**src/rtl/joystick_poll_ctrl.sv**
```systemverilog
// joystick_poll_ctrl: time-shares one 40-bit SPI engine between two joysticks.
// On each poll tick it runs player 1 and then player 2, and decodes X/Y/buttons.
// Ports:
//   clk50M, rst          : clock, synchronous active-high reset
//   enable               : allows new poll sequences
//   led_p1, led_p2       : LED bits sent in each player's command byte
//   spi_start/spi_tx     : launch pulse and outgoing 40-bit frame
//   dev_sel              : 0 = joystick 1, 1 = joystick 2
//   spi_done/spi_rx      : completion pulse and received frame
//   pN_x/pN_y/pN_btn     : decoded positions and buttons per player
//   pN_valid             : one-cycle pulse when that player's data updates
//   pN_err               : last transaction to that player timed out
module joystick_poll_ctrl #(
    parameter int POLL_CYCLES    = 50000,
    parameter int TIMEOUT_CYCLES = 4096
) (
    input  logic        clk50M,
    input  logic        rst,
    input  logic        enable,
    input  logic [1:0]  led_p1,
    input  logic [1:0]  led_p2,
    output logic        spi_start,
    output logic [39:0] spi_tx,
    output logic        dev_sel,
    input  logic        spi_done,
    input  logic [39:0] spi_rx,
    output logic [9:0]  p1_x,
    output logic [9:0]  p1_y,
    output logic [2:0]  p1_btn,
    output logic [9:0]  p2_x,
    output logic [9:0]  p2_y,
    output logic [2:0]  p2_btn,
    output logic        p1_valid,
    output logic        p2_valid,
    output logic        p1_err,
    output logic        p2_err
);

    localparam int PW = $clog2(POLL_CYCLES);
    localparam int TW = $clog2(TIMEOUT_CYCLES);
    localparam logic [PW-1:0] POLL_LAST = PW'(POLL_CYCLES - 1);
    localparam logic [TW-1:0] TMO_LAST  = TW'(TIMEOUT_CYCLES - 1);

    typedef enum logic [2:0] {
        IDLE,
        LOAD,
        START,
        WAIT,
        CAPTURE,
        NEXT
    } state_t;

    state_t        state;
    logic [PW-1:0] poll_cnt;
    logic [TW-1:0] tmo_cnt;
    logic          pending;
    logic          tick;
    logic [39:0]   rx_q;
    logic [1:0]    led_sel;

    assign tick    = enable && (poll_cnt == POLL_LAST);
    assign led_sel = dev_sel ? led_p2 : led_p1;

    // Free-running poll period; parked at zero while polling is disabled.
    always_ff @(posedge clk50M) begin
        if (rst) begin
            poll_cnt <= '0;
        end else if (!enable || poll_cnt == POLL_LAST) begin
            poll_cnt <= '0;
        end else begin
            poll_cnt <= poll_cnt + PW'(1);
        end
    end

    always_ff @(posedge clk50M) begin
        if (rst) begin
            state     <= IDLE;
            pending   <= 1'b0;
            tmo_cnt   <= '0;
            rx_q      <= '0;
            spi_start <= 1'b0;
            spi_tx    <= '0;
            dev_sel   <= 1'b0;
            p1_x      <= '0;
            p1_y      <= '0;
            p1_btn    <= '0;
            p2_x      <= '0;
            p2_y      <= '0;
            p2_btn    <= '0;
            p1_valid  <= 1'b0;
            p2_valid  <= 1'b0;
            p1_err    <= 1'b0;
            p2_err    <= 1'b0;
        end else begin
            spi_start <= 1'b0;
            p1_valid  <= 1'b0;
            p2_valid  <= 1'b0;

            // Only one missed tick is remembered; extra ones are dropped.
            if (tick && state != IDLE) begin
                pending <= 1'b1;
            end

            unique case (state)
                IDLE: begin
                    if (tick || (pending && enable)) begin
                        pending <= 1'b0;
                        dev_sel <= 1'b0;
                        state   <= LOAD;
                    end
                end
                LOAD: begin
                    // Start pulse is registered here so it is high
                    // for exactly the START cycle.
                    spi_tx    <= {6'b100000, led_sel, 32'h0};
                    spi_start <= 1'b1;
                    state     <= START;
                end
                START: begin
                    tmo_cnt <= '0;
                    state   <= WAIT;
                end
                WAIT: begin
                    // Done is checked first so it wins over expiry.
                    if (spi_done) begin
                        rx_q  <= spi_rx;
                        state <= CAPTURE;
                    end else if (tmo_cnt == TMO_LAST) begin
                        if (dev_sel) begin
                            p2_err <= 1'b1;
                        end else begin
                            p1_err <= 1'b1;
                        end
                        state <= NEXT;
                    end else begin
                        tmo_cnt <= tmo_cnt + TW'(1);
                    end
                end
                CAPTURE: begin
                    if (dev_sel) begin
                        p2_x     <= {rx_q[25:24], rx_q[39:32]};
                        p2_y     <= {rx_q[9:8], rx_q[23:16]};
                        p2_btn   <= rx_q[2:0];
                        p2_err   <= 1'b0;
                        p2_valid <= 1'b1;
                    end else begin
                        p1_x     <= {rx_q[25:24], rx_q[39:32]};
                        p1_y     <= {rx_q[9:8], rx_q[23:16]};
                        p1_btn   <= rx_q[2:0];
                        p1_err   <= 1'b0;
                        p1_valid <= 1'b1;
                    end
                    state <= NEXT;
                end
                NEXT: begin
                    if (!dev_sel) begin
                        dev_sel <= 1'b1;
                        state   <= LOAD;
                    end else begin
                        dev_sel <= 1'b0;
                        state   <= IDLE;
                    end
                end
                default: begin
                    state <= IDLE;
                end
            endcase
        end
    end

endmodule

```
**config.mk**
```make
export PLATFORM = sky130hd
export DESIGN_NAME = joystick_poll_ctrl
export DESIGN_NICKNAME = d
export VERILOG_FILES = /design/src/rtl/joystick_poll_ctrl.sv
export SDC_FILE = /design/constraint.sdc
export NUM_CORES = 1
export LEC_CHECK = 0
export ABC_AREA = 1
export BUFFER_PORTS_ARGS = -buffer_cell sky130_fd_sc_hd__buf_2
export CORE_UTILIZATION = 45
export DETAILED_ROUTE_END_ITERATION = 7
export PLACE_DENSITY_LB_ADDON = 0.05
export SYNTH_ARGS = -nofsm -noshare
export SYNTH_HDL_FRONTEND = slang
export SYNTH_SLANG_ARGS = --single-unit
export TNS_END_PERCENT = 100
```
**constraint.sdc**
```tcl
create_clock -name clk50M -period 1.44 [get_ports clk50M]
set_input_delay 0.072 -clock clk50M [delete_from_list [all_inputs] [get_ports clk50M]]
set_output_delay 0.072 -clock clk50M [all_outputs]
set_load 0.01 [all_outputs]
```
==> results of run 1 <==
-- placed cells by master (no fill, tap or decap), types with 4 or more instances in the layout --
cell and n:
buf_4 31, nand3_1 89, nand3_2 13, clkbuf_8 9
buf_12 8, nor2_1 48, a21oi_1 88, buf_2 85
conb_1 37, nand2_4 4, o21ai_0 6, nand2_1 147
dfxtp_2 7, nor2_4 4, inv_1 35, inv_2 4
nor3_1 5, dfxtp_1 103, dlygate4sd3_1 23, nor2_2 4
nand4_1 4, nand2_2 7
-- power by group --
group	leakage, uW	total (uW)	internal, uW	switching, uW
combinational	0.00151	428	177	252
clock	0.000105	1960	843	1120
sequential	0.000890	3090	3070	23.8
-- cell usage after synthesis --
library cell	count	area, um2
a21oi_1	89	445
a22oi_1	1	7.51
a31oi_1	1	6.26
buf_1	2	7.51
buf_2	10	50.1
buf_4	46	345
buf_6	4	45.0
clkbuf_1	12	45.0
conb_1	1	3.75
dfxtp_1	110	2200
ha_1	2	25.0
inv_1	36	135
inv_2	4	15.0
inv_4	1	6.26
nand2_1	152	571
nand2_2	4	25.0
nand2_4	3	33.8
nand3_1	96	480
nand3_2	6	60.1
nand3_4	1	17.5
nand3b_1	1	7.51
nand4_1	4	25.0
nor2_1	51	191
nor2_2	4	25.0
nor2_4	1	11.3
nor3_1	6	30.0
nor3_2	1	10.0
nor3b_1	3	22.5
o21ai_0	7	35.0
or2_0	2	12.5
or2_2	1	6.26
xnor2_1	2	17.5
xor2_1	3	26.3
-- metal layers --
| layer | global-route usage | routed length, um | share of wire | up-vias |
|---|---|---|---|---|
| met1 | 0.294 | 5830 | 0.47 | 2123 |
| met5 | 0 | 0 | 0 | - |
| met4 | 0.0519 | 45 | 0.0036 | 0 |
| met2 | 0.365 | 5920 | 0.48 | 106 |
| met3 | 0.0432 | 538 | 0.044 | 4 |
| li1 | - | - | - | 2345 |
-- flip-flops by register name, summed over array words and instances (netlist names) --
name and flops:
rx_q 23, poll_cnt 16, tmo_cnt 12, p1_x 10, p1_y 10, p2_x 10, p2_y 10, p1_btn 3
p2_btn 3, spi_tx 3, state 3, dev_sel 1, p1_err 1, p1_valid 1, p2_err 1, p2_valid 1
pending 1, spi_start 1
-- kinds of logic (layout without fill, tap and decap cells) --
kind of cell / after synthesis / in the layout / share of synthesized area
adder cells (fa/ha/maj): 2 / 2 / 0.00506
AND/OR/NAND/NOR: 336 / 336 / 0.309
XOR/XNOR: 5 / 5 / 0.00885
flip-flops: 110 / 110 / 0.445
AO/OA/AOI/OAI: 98 / 98 / 0.0999
other: 1 / 37 / 0.000758
buffers and inverters: 115 / 207 / 0.131
-- critical path, delay by kind of cell (launching register included) --
| family | cells | cell delay [ps] |
|---|---|---|
| adders and majority gates | 1 | 150 |
| and+or+nand+nor | 9 | 810 |
| DFF | 1 | 370 |
-- worst max-delay path by stage --
stage	start	to	depth (start not counted)
2_1_floorplan	tmo_cnt[0]	tmo_cnt[7]	11
3_3_place_gp	tmo_cnt[0]	tmo_cnt[7]	11
3_5_place_dp	poll_cnt[0]	poll_cnt[14]	7
4_1_cts	tmo_cnt[0]	tmo_cnt[6]	11
5_1_grt	tmo_cnt[0]	tmo_cnt[1]	9
6_report	tmo_cnt[0]	tmo_cnt[9]	10
-- area by class of cell --
| type | instances | area [um2] |
|---|---|---|
| Clock inverter | 6 | 78.8 |
| Multi-Input combinational cell | 478 | 2360 |
| Clock buffer | 10 | 128 |
| Inverter | 41 | 159 |
| Fill cell | 985 | 4300 |
| Timing Repair Buffer | 150 | 1100 |
| Sequential cell | 110 | 2210 |
| Tap cell | 136 | 170 |
-- stage by stage --
step	util	instances	total power [uW]	worst slack (ps)	hold slack, ps
final	0.591	931	5480	24.9	39.2
after global placement	0.529	887	3510	28.2	349
after floorplan	-	703	3460	39.6	236
after detailed placement	0.529	887	3520	2.15	350
after global routing	0.591	931	5730	-54.1	60.7
after CTS	0.573	926	5510	10.1	34.8
-- repair_timing --
action,4_1_cts,5_1_grt
buffers inserted,0,4
pin swaps,0,8
hold buffers,23,0
resized for setup,7,35
endpoints found under the setup margin,7,44
cloned,0,1
hold endpoints to repair,23,0
==> impl_results.md, run 1 <==
- DR pass1 iterations: 4
- Root buffer selected by CTS: clkbuf_8
- Synth unique cells: 33
- Hold endpoint: spi_tx[33]
- Detailed Route Iter0 Violations: 240
- Number of synthesized register bits: 110
- Clk slew on worst S/H paths: 110 ps
- Worst Reg2Reg Path Length in Cells: 10
- RSZ-0062 raised after global routing: true
- Reg-to-Reg End: tmo_cnt[9]
- Area Growth Syn to Fin: 25.5%
- Setup Skew: 12.7 ps
- IO Port Bufs: 85
- Status: complete, no violations
- Vias: roughly 4600
- CP max-delay cell: dfxtp_2
- Power Dens Cells: roughly 880 nW/um2
- Clk_lat worst skew: 380 ps
- TritonCTS clock tree: done
- Initial Util: 0.471
- Final slew viol count: 0
- Crit path max fanout: 10
- Placer's final routability congestion estimate: ~0.85
- CP Class: flip-flop to flip-flop
- Worst Path Required: 1720 ps
- Crit. End Element: flip-flop
- Hpwl dp: 8.16 mm
- Die width: about 110 um
- Syn Area/Cell: 7.42 um2
- CP Cell Sequence: ha_4 -> nand2_4 -> nor2_4 -> nand3_2 -> nand2_4 -> nand2_8 -> nand2_4 -> nand2_1 -> nand2_1 -> nor2_1
- Core Box Area: 10500 um2
- Register area share after synthesis: 0.445
- Worst R2R Setup Slack: 20 ps
- Final hold violations: 0
- Maximum clock insertion buffer count: 2
- Startpoint Class: flip-flop
- # diodes: 0
- HP Start: led_p1[1]
- TritonCTS Sinks: 110
- Final Cycle Share: 0.983
- Minimum clock period: 1420 ps
- Cells after synthesis: 667
- Hold depth: 5
- Peak VDD IR: 0.426 mV
- Static Leak: 0.00251 uW
- Largest net degree at the start of global routing: 69
- Initial antenna violation count: 0
- Global route total overflow: 0
- First-pass GRT wire length: ~20 mm
- Detailed-route DRC error count: 0
- CTS Buf Count: 9
- Site Rows: 37
- Htree depth: 3
- Syn Std Cell Area: approximately 4900 um2
- DRT Wirelength: ~12 mm
- Final Cell Area: 6210 um2
- Max incr delay on CP: 370 ps
- F_max: between 700 and 800 MHz
- Final setup vio count: 0
- Per-cell routed wire length: 13.3 um
- Placed cell areas: ~5600 um2
- Layout cells sized above 1: 0.245
- Hold Path Class: input port to flip-flop
- Vias/cell: 4.92
- Top cell by count, worst path: nand2_4
- Setup_tns: 0 ps
- CP arrival: 1700 ps
- Max-Cap Viols: 0
- Vias in the first global route: about 4200
- GRT Total Usage: 0.220
- Nets: 840
- Final ANT Viol Nets: 0
- Yosys Warn Count: 0
- Die Area: 11400 um2
- Die H: 107 um
- R2r startpoint: tmo_cnt[0]
- I/O pins: 140
Power figures use the tool's default switching activity.
==> run 2, diff against run 1 <==
==> constraint.sdc (replaced) <==
create_clock -name clk50M -period 1.44 [get_ports clk50M]
set_input_delay 0.216 -clock clk50M [delete_from_list [all_inputs] [get_ports clk50M]]
set_output_delay 0.216 -clock clk50M [all_outputs]
set_load 0.01 [all_outputs]
==> run 2 against run 1 <==
  * Sequential power is essentially flat
  * Clock skew is essentially flat
  * Utilization shrank 2.6 points
  * Count of clock-buffer cells in the layout grew 1
  * Via count shrank 2.4%
  * Global-route usage shrank 0.43 points
  * Cell count shrank 2.3%
  * Flip-flop and latch count is the same
  * Cell area shrank 4.3%
  * Critical endpoint is now tmo_cnt[8]
  * Largest cell class unchanged
  * Largest power group unchanged
==> impl_results.md, run 2 (synthesized netlist as in run 1, its figures left out) <==
- Status: complete, no violations
- Registers with the most flip-flops: rx_q x23, poll_cnt x16, tmo_cnt x12
- Initial antenna violation count: 0 (unchanged)
- Die width: 107 um (unchanged)
- Area Growth Syn to Fin: 20.1%
- TritonCTS Sinks: 110 (unchanged)
- Fillers: 1017 (+3.2%)
- Detailed-route DRC error count: 0 (unchanged)
- Final ANT Viol Nets: 0 (unchanged)
- Maximum clock insertion buffer count: 2 (unchanged)
- Htree depth: 3 (unchanged)
- Root buffer selected by CTS: clkbuf_8
- Final slew viol count: 0 (unchanged)
- Startpoint Class: flip-flop
- Crit. End Element: flip-flop
- CTS Buf Count: 9 (unchanged)
- Worst Path Required: 1710 ps (about the same)
- Layout cells sized above 1: 0.252 (+0.00665)
- Clk slew on worst S/H paths: 100 ps (about the same)
- # diodes: 0 (unchanged)
- Max Used Layer: met4
- Per-cell routed wire length: 13.2 um (-0.54%)
- Final hold violations: 0 (unchanged)
- Static Leak: 0.00238 uW (-5.0%)
- CP arrival: 1700 ps (about the same)
- CP Cell Sequence: ha_4 -> nand2_4 -> nor2_4 -> nand3_4 -> nand2_4 -> nand2_8 -> buf_12 -> nand3_2 -> nand2_1 -> inv_2 -> nor2_1
- I/O pins: 140 (unchanged)
- Vias: 4467 (-2.4%)
- Commonest non-fill, non-tap cell in the layout: nand2_1
- Worst Path Buf+Inv: 2 (+2)
- CP Class: flip-flop to flip-flop
- Nets: 820 (-2.4%)
- WL met2: 5.53 mm (-6.7%)
- Core Box Area: 10500 um2 (unchanged)
- Initial Util: 0.471 (unchanged)
- Placed cells: 888 (+0.11%)
- Worst Slack Setup Final: 15.4 ps (-9.51 ps)
- Detailed Route Iter0 Violations: 205 (-15%)
- First-pass GRT wire length: 19.5 mm (-2.0%)
- Cell family with most CP delay: simple AND/OR/NAND/NOR gates
- DRT Wirelength: 12.0 mm (-2.8%)
- Global route total overflow: 0 (unchanged)
- Leading cell types in the layout, fill and taps excluded: nand2_1 (145), dfxtp_1 (102), nand3_1 (91)
- GRT Total Usage: 0.216 (-0.00432)
- Multi-input gate area: 2360 um2 (-0.26%)
- Die H: 107 um (unchanged)
- Minimum clock period: 1420 ps (+9.51 ps)
- Metal-1 WL: 5.73 mm (-1.6%)
- Final setup vio count: 0 (unchanged)
- F_max: 702 MHz (-0.67%)
- Site Rows: 37 (unchanged)
- Hold Path Class: input port to flip-flop
- TritonCTS clock tree: done
- Met3 routed WL: 627 um (+17%)
- Die Area: 11400 um2 (unchanged)
- Top cell by count, worst path: nand2_4
- Non-Filler Instances: 910 (-2.3%)
- Hold_buf cts: 0 (-100%)
- CP max-delay cell: dfxtp_2
- Vias/cell: 4.91 (-0.17%)
- Setup_tns: 0 ps (unchanged)
- Max FFs per register: 23 (unchanged)
- Largest Register: rx_q
- Peak VDD IR: 0.593 mV (+39%)
- DR pass1 iterations: 4 (unchanged)
- Hpwl dp: 8.34 mm (+2.3%)
- Final Cycle Share: 0.989 (+0.00660)
- RSZ-0062 raised after global routing: true
- Pre-CTS WS: -32.6 ps (-34.7 ps)
- Post-layout util: 0.565 (-0.0256)
- Max-Cap Viols: 0 (unchanged)
- Vias in the first global route: 4156 (-1.7%)
- Setup Skew: 12.6 ps (-0.0443 ps)
- Reg area: 2210 um2 (about the same)
- Crit path max fanout: 8 (-2)
- Clk_lat worst skew: 370 ps (about the same)
- Placer's final routability congestion estimate: 0.793 (-6.3%)
- Largest net degree at the start of global routing: 82 (+19%)
- IO Port Bufs: 85 (unchanged)
- Tot Pwr: 5130 uW (-6.4%)
- Power Dens Cells: 864 nW/um2 (-2.2%)
- Max incr delay on CP: 370 ps (about the same)
run 2: cell types whose count changed in the layout (fill, tap and decap cells not counted), sizes merged:
cell,delta
buf,+4
clkinvlp,+1
bufinv,-1
inv,-3
clkinv,+1
dlygate4sd3,-23
run 2: power by group:
group          internal [uW]  switching, uW
Clock                    635           1030
Combinational            132            244
Sequential              3070           23.1
run 2: stage by stage:
| stage | cell area [um2] | hold slack [ps] |
|---|---|---|
| 2_1_floorplan | 5080 | 380 |
| 4_1_cts | 5770 | 85.7 |
| 3_3_place_gp | 5570 | 432 |
| 3_5_place_dp | 5570 | 446 |
| 6_report | 5940 | 104 |
| 5_1_grt | 5940 | 102 |
run 2: worst paths after layout:
kind           endpoint        from  cells after the start  slack (ps)
max reg2reg  tmo_cnt[8]  tmo_cnt[1]                     11          20
min            rx_q[21]  spi_rx[21]                      3         100
max          tmo_cnt[8]  tmo_cnt[1]                     11          20
min reg2reg      p1_err      p1_err                      2         450
run 2: worst register-to-register path, stage by stage, from the launching register on:
cell     delay (ps)
dfxtp_2         370
ha_4            150
nand2_4          50
nor2_4          140
nand3_4         110
nand2_4         110
nand2_8          70
buf_12          150
nand3_2          50
nand2_1          60
inv_2            40
nor2_1           30
run 2: cell type report:
type	instances	area share
well taps	136	0.0286
repair buffers	130	0.147
clock inverters	4	0.00569
inverters	41	0.0272
clock buffers	11	0.0221
flip-flops and latches	110	0.372
multi-input cells	478	0.397
run 2: metal layers:
| layer | vias up | global-route usage |
|---|---|---|
| met5 | - | 0 |
| met4 | 0 | 0.0656 |
| met3 | 9 | 0.0498 |
| met2 | 102 | 0.349 |
| met1 | 2057 | 0.285 |
| li1 | 2299 | - |
run 2: what timing repair did:
action	CTS	global route
gates cloned	0	0
resized for setup	10	33
pin swaps	1	13
setup buffers	0	7
setup endpoints to repair	7	79
